$ cat config.mk
export PLATFORM = sky130hd
export DESIGN_NAME = ahbl_master_port
export DESIGN_NICKNAME = d
export VERILOG_FILES = /design/src/rtl/ahbl_pkg.sv /design/src/rtl/ahbl_master_timeout.sv /design/src/rtl/ahbl_master_port.sv
export SDC_FILE = /design/constraint.sdc
export NUM_CORES = 1
export LEC_CHECK = 0
export ABC_AREA = 1
export BUFFER_PORTS_ARGS = -buffer_cell sky130_fd_sc_hd__buf_2
export CAP_MARGIN = 20
export CORE_MARGIN = 2
export CORE_UTILIZATION = 44
export CTS_CLUSTER_DIAMETER = 30
export DETAILED_ROUTE_END_ITERATION = 16
export PLACE_DENSITY = 0.76
export SYNTH_ARGS = -nofsm -noshare
export SYNTH_HDL_FRONTEND = slang
export SYNTH_SLANG_ARGS = --single-unit
$ cat constraint.sdc
create_clock -name HCLK -period 1.25 [get_ports HCLK]
set_input_delay 0.1875 -clock HCLK [delete_from_list [all_inputs] [get_ports HCLK]]
set_output_delay 0.1875 -clock HCLK [all_outputs]
set_load 0.02 [all_outputs]
$ cat src/rtl/ahbl_pkg.sv
// Shared AHB-Lite encodings and helpers for the initiator port and its watchdog.
package ahbl_pkg;

  localparam logic [1:0] HTRANS_IDLE   = 2'b00;
  localparam logic [1:0] HTRANS_BUSY   = 2'b01;
  localparam logic [1:0] HTRANS_NONSEQ = 2'b10;
  localparam logic [1:0] HTRANS_SEQ    = 2'b11;

  localparam logic [2:0] HSIZE_BYTE = 3'b000;
  localparam logic [2:0] HSIZE_HALF = 3'b001;
  localparam logic [2:0] HSIZE_WORD = 3'b010;

  localparam logic [2:0] HBURST_SINGLE   = 3'b000;
  localparam logic [3:0] HPROT_DATA_PRIV = 4'b0011;

  typedef enum logic {
    RESP_OKAY  = 1'b0,
    RESP_ERROR = 1'b1
  } ahbl_resp_e;

  typedef enum logic {
    ST_RUN   = 1'b0,
    ST_FAULT = 1'b1
  } port_state_e;

  // A command is rejected locally when its size is wider than a word or its
  // address is not naturally aligned to that size.
  function automatic logic is_misaligned(input logic [2:0] size, input logic [1:0] addr_lo);
    logic bad;
    bad = 1'b0;
    if (size > HSIZE_WORD) begin
      bad = 1'b1;
    end else if (size == HSIZE_WORD) begin
      bad = (addr_lo != 2'b00);
    end else if (size == HSIZE_HALF) begin
      bad = addr_lo[0];
    end
    return bad;
  endfunction

endpackage

$ cat src/rtl/ahbl_master_timeout.sv
// Hung-slave watchdog: counts enabled cycles and fires on the LIMIT-th one.
// LIMIT of 0 disables it entirely.
module ahbl_master_timeout #(
  parameter int unsigned LIMIT = 256
) (
  input  logic HCLK,
  input  logic HRESET,
  input  logic en,
  input  logic clr,
  output logic fire
);

  localparam int unsigned CW   = (LIMIT < 2) ? 1 : $clog2(LIMIT);
  localparam int unsigned LAST = (LIMIT == 0) ? 0 : LIMIT - 1;
  localparam logic [CW-1:0] LAST_C = CW'(LAST);

  logic [CW-1:0] count;

  assign fire = (LIMIT != 0) && en && (count == LAST_C);

  // Count stalled cycles; any ready cycle or a firing restarts from zero.
  always_ff @(posedge HCLK) begin
    if (HRESET) begin
      count <= '0;
    end else if (clr || fire) begin
      count <= '0;
    end else if (en) begin
      count <= count + CW'(1);
    end
  end

endmodule

$ cat src/rtl/ahbl_master_port.sv
// AHB-Lite initiator: turns a valid/ready command stream into SINGLE transfers
// with the address phase of the next command overlapping the current data phase.
module ahbl_master_port
  import ahbl_pkg::*;
#(
  parameter int unsigned TIMEOUT_CYCLES = 256
) (
  input  logic        HCLK,
  input  logic        HRESET,
  input  logic        cmd_valid,
  output logic        cmd_ready,
  input  logic [31:0] cmd_addr,
  input  logic        cmd_write,
  input  logic [2:0]  cmd_size,
  input  logic [31:0] cmd_wdata,
  output logic        rsp_valid,
  output logic [31:0] rsp_rdata,
  output logic        rsp_err,
  output logic        rsp_timeout,
  output logic [31:0] HADDR,
  output logic [1:0]  HTRANS,
  output logic        HWRITE,
  output logic [2:0]  HSIZE,
  output logic [2:0]  HBURST,
  output logic [3:0]  HPROT,
  output logic        HMASTLOCK,
  output logic [31:0] HWDATA,
  input  logic [31:0] HRDATA,
  input  logic        HREADY,
  input  logic        HRESP
);

  port_state_e state_q, state_d;

  logic        ap_v;
  logic        ap_local;
  logic [31:0] ap_addr;
  logic        ap_write;
  logic [2:0]  ap_size;
  logic [31:0] ap_wdata;

  logic        dp_v;
  logic        dp_local;
  logic        dp_write;
  logic [31:0] dp_wdata;

  logic accept;
  logic wd_en;
  logic wd_fire;
  logic slave_err;

  assign accept    = cmd_valid & cmd_ready;
  assign slave_err = (ahbl_resp_e'(HRESP) == RESP_ERROR);
  assign wd_en     = (state_q == ST_RUN) & dp_v & ~HREADY;

  assign HADDR     = ap_addr;
  assign HWRITE    = ap_write;
  assign HSIZE     = ap_size;
  assign HBURST    = HBURST_SINGLE;
  assign HPROT     = HPROT_DATA_PRIV;
  assign HMASTLOCK = 1'b0;
  assign HWDATA    = (dp_v & dp_write & ~dp_local) ? dp_wdata : 32'h0;

  ahbl_master_timeout #(
    .LIMIT(TIMEOUT_CYCLES)
  ) u_timeout (
    .HCLK  (HCLK),
    .HRESET(HRESET),
    .en    (wd_en),
    .clr   (HREADY),
    .fire  (wd_fire)
  );

  // Run/fault state register; only reset leaves the fault state.
  always_ff @(posedge HCLK) begin
    if (HRESET) begin
      state_q <= ST_RUN;
    end else begin
      state_q <= state_d;
    end
  end

  // Next state, command handshake and transfer type from the current slots.
  always_comb begin
    state_d   = state_q;
    cmd_ready = 1'b0;
    HTRANS    = HTRANS_IDLE;
    if (state_q == ST_RUN) begin
      cmd_ready = ~ap_v | HREADY;
      if (ap_v && !ap_local) begin
        HTRANS = HTRANS_NONSEQ;
      end
      if (wd_fire) begin
        state_d = ST_FAULT;
      end
    end
  end

  // Slot pipeline and response generation: AP and DP only move on a ready
  // edge, so bus outputs stay frozen through wait states.
  always_ff @(posedge HCLK) begin
    if (HRESET) begin
      ap_v        <= 1'b0;
      ap_local    <= 1'b0;
      ap_addr     <= 32'h0;
      ap_write    <= 1'b0;
      ap_size     <= HSIZE_WORD;
      ap_wdata    <= 32'h0;
      dp_v        <= 1'b0;
      dp_local    <= 1'b0;
      dp_write    <= 1'b0;
      dp_wdata    <= 32'h0;
      rsp_valid   <= 1'b0;
      rsp_err     <= 1'b0;
      rsp_timeout <= 1'b0;
      rsp_rdata   <= 32'h0;
    end else begin
      rsp_valid   <= 1'b0;
      rsp_err     <= 1'b0;
      rsp_timeout <= 1'b0;
      rsp_rdata   <= 32'h0;
      if (state_q == ST_RUN) begin
        if (wd_fire) begin
          rsp_valid   <= 1'b1;
          rsp_err     <= 1'b1;
          rsp_timeout <= 1'b1;
          ap_v        <= 1'b0;
          dp_v        <= 1'b0;
        end else begin
          if (HREADY) begin
            dp_v     <= ap_v;
            dp_local <= ap_local;
            dp_write <= ap_write;
            dp_wdata <= ap_wdata;
            if (dp_v) begin
              rsp_valid <= 1'b1;
              rsp_err   <= slave_err | dp_local;
              rsp_rdata <= (!dp_write && !dp_local && !slave_err) ? HRDATA : 32'h0;
            end
          end
          if (accept) begin
            ap_v     <= 1'b1;
            ap_local <= is_misaligned(cmd_size, cmd_addr[1:0]);
            ap_addr  <= cmd_addr;
            ap_write <= cmd_write;
            ap_size  <= cmd_size;
            ap_wdata <= cmd_wdata;
          end else if (HREADY) begin
            ap_v <= 1'b0;
          end
        end
      end
    end
  end

endmodule

=== Word-level counts from Yosys, hierarchy flattened ===
Cells that the tools add are included.
W data, S select, Z words.

* Bits of input ports: 105
* Bits in registers: 149
* Bits in read-only memories: 0
* Bits in latches: 0
* Logic and storage cells: 74
* Output and inout port bits: 114
* Bits in writable memories: 0
* Memories: 0

* Reductions and logical operators: 19
* Add/sub/neg operators: 1
* Multiply operators: 0
* Shift-type cells: 0
* $lt $le $gt $ge: 1
* Equal/unequal tests: 3
* Muxes and demuxes: 20
* Bitwise gates (word level): 14
* Divide/modulo/power cells: 0

{| class="wikitable"
|+ Operators by type and width
! cell !! count
|-
| $mux W32 || 1
|-
| $mux W1 || 17
|-
| $add A8 B1 Y8 const B || 1
|-
| $eq A8 B8 Y1 const B || 1
|-
| $not A1 Y1 || 7
|-
| $reduce_and A3 Y1 || 2
|-
| $reduce_or A6 Y1 || 1
|-
| $and A1 B1 Y1 || 5
|-
| $logic_and A1 B1 Y1 || 4
|-
| $logic_not A1 Y1 || 4
|-
| $mux W2 || 2
|-
| $reduce_and A2 Y1 || 2
|-
| $reduce_bool A2 Y1 || 2
|-
| $reduce_or A2 Y1 || 2
|-
| $eq A3 B1 Y1 const B || 1
|-
| $eq A3 B2 Y1 const B || 1
|-
| $gt A3 B2 Y1 const B || 1
|-
| $reduce_bool A3 Y1 || 1
|-
| $or A1 B1 Y1 || 2
|-
| $logic_or A1 B1 Y1 || 1
|}

=== Depth between registers and ports, before layout ===
* Word-level depth: 6
* Gate-level depth with buffers: 8
* Gate-level depth less buffers: 8

=== Modules after synthesis ===
From an unflattened synthesis, not the netlist that was laid out.

* Cell total of the unflattened synthesis: 818
* Area total of the unflattened synthesis: 5835.6 µm²

{| class="wikitable"
|+ By module, submodules not included
! module !! cells each !! area each (µm²) !! instances
|-
| ahbl_master_port || 767 || 5405.2 || 1
|-
| ahbl_master_timeout || 51 || 430.4 || 1
|}

=== Least setup slack after synthesis ===
OpenSTA, ideal clock, no wires.

* Path type: register to register
* Start: register u_timeout.count[0]
* End: register ap_write (netlist: HWRITE)
* Slack: -0.034 ns
* Period minus slack after synthesis: 1.284 ns
* Library setup time: 0.070 ns
* Path buffers: 1
* Cell stages (with the launch flop): 9
* Data arrival time: 1.214 ns
* Path through: dfxtp_1 > ha_1 > nand3_1 > inv_1 > nand3_4 > nand2_4 > buf_6 > nand2_1 > a21oi_1

* Longest elaborated chain between the ends: 4

{| class="wikitable"
|+ Ends and longest elaborated chain
! item !! RTL line !! text
|-
| start: declaration || ahbl_master_timeout.sv:17 || <nowiki>logic [CW-1:0] count;</nowiki>
|-
| start signal: assignment || ahbl_master_timeout.sv:28 || <nowiki>count <= count + CW'(1);</nowiki>
|-
| $eq A8 B8 Y1 || ahbl_master_timeout.sv:19 || <nowiki>assign fire = (LIMIT != 0) && en && (count == LAST_C);</nowiki>
|-
| $logic_and A1 B1 Y1 || ahbl_master_timeout.sv:19 ||
|-
| $not A1 Y1 (no line) || -- ||
|-
| $reduce_and A3 Y1 (no line) || -- ||
|-
| end signal: assignment || ahbl_master_port.sv:145 || <nowiki>ap_write <= cmd_write;</nowiki>
|-
| end: declaration || ahbl_master_port.sv:38 || <nowiki>logic ap_write;</nowiki>
|}

No other way between the ends.
A chain may end at the register's enable or synchronous reset.

=== Final worst setup path ===
* Start: register dp_v
* End: register ap_wdata[21]

* Longest elaborated chain between the ends: 5

{| class="wikitable"
|+ Ends and longest elaborated chain
! item !! RTL line !! text
|-
| start: declaration || ahbl_master_port.sv:42 || <nowiki>logic dp_v;</nowiki>
|-
| start signal: assignment || ahbl_master_port.sv:131 || <nowiki>dp_v <= ap_v;</nowiki>
|-
| $and A1 B1 Y1 (2 in series) || ahbl_master_port.sv:54 || <nowiki>assign wd_en = (state_q == ST_RUN) & dp_v & ~HREADY;</nowiki>
|-
| $logic_and A1 B1 Y1 || ahbl_master_timeout.sv:19 ||
|-
| $not A1 Y1 (no line) || -- ||
|-
| $reduce_and A3 Y1 (no line) || -- ||
|-
| end signal: assignment || ahbl_master_port.sv:147 || <nowiki>ap_wdata <= cmd_wdata;</nowiki>
|-
| end: declaration || ahbl_master_port.sv:40 || <nowiki>logic [31:0] ap_wdata;</nowiki>
|}

No other way between the ends.

==> results_dict.tcl <==
set metrics [dict create \
    ys_top_cells_by_area "dfxtp_1, a21oi_1, nand3_1" \
    grt_pass1_vias 5794 \
    ys_seq_elements 149 \
    setup_viol 149 \
    rsz0062_at_grt "yes" \
    crit_fanout 6 \
    antenna_found_initial 0 \
    hold_path_class "in -> reg" \
    insertion_delay_ns 0.43 \
    outcome "finished with violations" \
    initial_core_util 0.445 \
    slowest_stage "dfxtp_4" \
    p_int_w 0.00920 \
    worstSetupEndpointType "flip-flop" \
    clockBufferDepth 2 \
    yosysWarnings 0 \
    rows 41 \
    p_leak_nw 4.43 \
    setup_tns_ns -31.43 \
    synth_top_area_frac 0.538 \
    layout.nets 1096 \
    coreArea_sq_um 12500 \
    dp_hpwl_mm 9.83 \
    die_w_microns 116 \
    layout-drive-gt1-share 0.530 \
    die-area_sq_um 13500 \
    yosysTopAreaCell "dfxtp_1" \
    dr.pass1.iters 5 \
    antennaDiodeCount 0 \
    seqPwrFrac 0.418 \
    gp_congestion 0.806 \
    p_sw_frac 0.247 \
    synth_common_cells "dfxtp_1, a21oi_1, nand2_1, nand3_1, nor2_1" \
    avgRoutedWirePerCell_microns 17.6 \
    postPlaceCellArea_sq_um 7000 \
    worstPathRequired_ns 1.54 \
    synth.most_common_cell "dfxtp_1" \
    synth_area_sq_um 5540 \
    pwr-share-clk 0.444 \
    cts_tree "done" \
    synth_ff_type "dfxtp_1" \
    drv_slew 0 \
    crit_chain "buf_6 -> nand2_4 -> nor2_4 -> nand3_4 -> buf_8 -> buf_12 -> buf_12 -> nand3_2 -> a21oi_2" \
    synth_cells 698 \
    grt_usage 0.289 \
    ir_worst_vdd_uv 862 \
    fin_area_sq_um 9880 \
    numCtsBuffers 17 \
    fmax_mhz 627 \
    cp-start-kind "flip-flop" \
    postRouteAntennaNets 0 \
    whs_ns 0.0159 \
    clkTransAtPathRegs_ns 0.06 \
    p_sw_w 0.00301 \
    finClkSkew_ns 0.0143 \
    critPathArrivalTime_ns 1.89 \
    grt_overflow 0 \
    vias 6006 \
    violations "setup timing" \
    cts_max_level 4 \
    layout_setup_ws_ns -0.345 \
    drc_errors 0 \
    max_stage_delay_ns 0.36 \
    die_height_microns 116 \
    cap_violations 0 \
    power_w 0.0122 \
    min_period_over_period 1.28 \
    root_buffer "clkbuf_16" \
    grt_max_degree 71 \
    drtIter0Drc 500 \
    critPathKind "reg -> reg" \
    fin_crit_ns 1.60 \
    synth.distinct_cells 30 \
    fin_util 0.792 \
    ios 219 \
    syn_avg_cell_area_sq_um 7.94 \
    clock-sinks 149 \
    powerDensity_nw_per_um2 1240 \
    numPortBuffers 209 \
    syn_to_final_growth_pct 78.2 \
    async_flop_share 0 \
    avgViaCountPerCell 5.12 \
    synth_edf_count 0 \
    share_comb_of_total_power 0.138 \
    final_hold_viol_count 0 \
    grt_pass1_wl_mm 30.0 \
    critPathMostFrequentCell "buf_12" \
    wl_mm 20.7 \
    seq_area_frac_synth 0.538 \
]
==> repair_timing <==
item | 4_1_cts | 5_1_grt
hold buffers | 32 | 0
endpoints found under the hold margin | 32 | 0
setup endpoints to repair | 107 | 168
gates cloned | 17 | 3
gates resized for setup | 228 | 136
pin swaps | 54 | 37
buffers inserted | 21 | 6
==> cell usage in the layout (no fill, tap or decap), drive strengths merged, types with 2 or more instances in the layout <==
master	instances
nor2	83
nand2	94
dfxtp	149
nor3	3
a21oi	106
nand3	81
xnor2	2
buf	285
conb	9
inv	79
dlygate4sd3	32
o21ai	38
bufinv	4
nand4	2
clkinv	3
clkinvlp	2
clkbuf	25
==> worst max-delay path, delay by kind of cell (launching register included) <==
family	cells	cell delay [ns]
simple gates	4	0.45
compound gates	1	0.05
flops	1	0.36
buf+inv	4	0.58
==> routing by layer <==
metal / track usage / up-vias / part of all wire
li1: - / 2812 / -
met1: 0.332 / 2850 / 0.37
met2: 0.516 / 280 / 0.52
met5: 0 / - / 0
met3: 0.0773 / 64 / 0.075
met4: 0.103 / 0 / 0.031
==> sequential cells by signal, summed over array words and instances (netlist names), 3 cells and up <==
signal	flops
HSIZE	3
rsp_rdata	32
u_timeout.count	8
HADDR	32
ap_wdata	32
dp_wdata	32
==> path summary, 6_finish.rpt <==
check	from	endpoint	slack [ns]	cells past startpoint
worst min register to register	dp_wdata[20]	dp_wdata[20]	0.45	2
worst max-delay path	dp_v	ap_wdata[21]	-0.35	9
worst min-delay path	cmd_addr[23]	HADDR[23]	0.02	3
worst max register to register	dp_v	ap_wdata[21]	-0.35	9
==> per-stage QoR <==
| step | setup WS, ns | cells |
|---|---|---|
| 2_1_floorplan | -0.000190 | 705 |
| 3_3_place_gp | -0.105 | 1074 |
| 3_5_place_dp | -0.159 | 1074 |
| 4_1_cts | -0.305 | 1174 |
| 5_1_grt | -0.401 | 1174 |
| 6_report | -0.345 | 1174 |
==> cell families after synthesis <==
kind of cell    synth area share
other cells              0.00135
flops                      0.538
fa+ha+maj                0.00226
xor+xnor                 0.00316
compound gates             0.133
buf+inv                    0.111
simple gates               0.211
==> cell type report <==
cell class	count	area [sq um]
Multi-Input combinational cell	423	3020
Timing Repair Buffer	320	2730
Sequential cell	149	2990
Fill cell	739	2590
Tap cell	172	215
Clock buffer	22	474
Inverter	79	304
Clock inverter	9	150
==> power groups by stage <==
stage	Clock [W]	Sequential (W)	Combinational, W
finish	0.00543	0.00510	0.00169
global route	0.00568	0.00512	0.00180
CTS	0.00543	0.00507	0.00152
detailed placement	0	0.00516	0.00107
global placement	0	0.00515	0.00106
floorplan	0	0.00524	0.000560
Power figures use the tool's default switching activity.
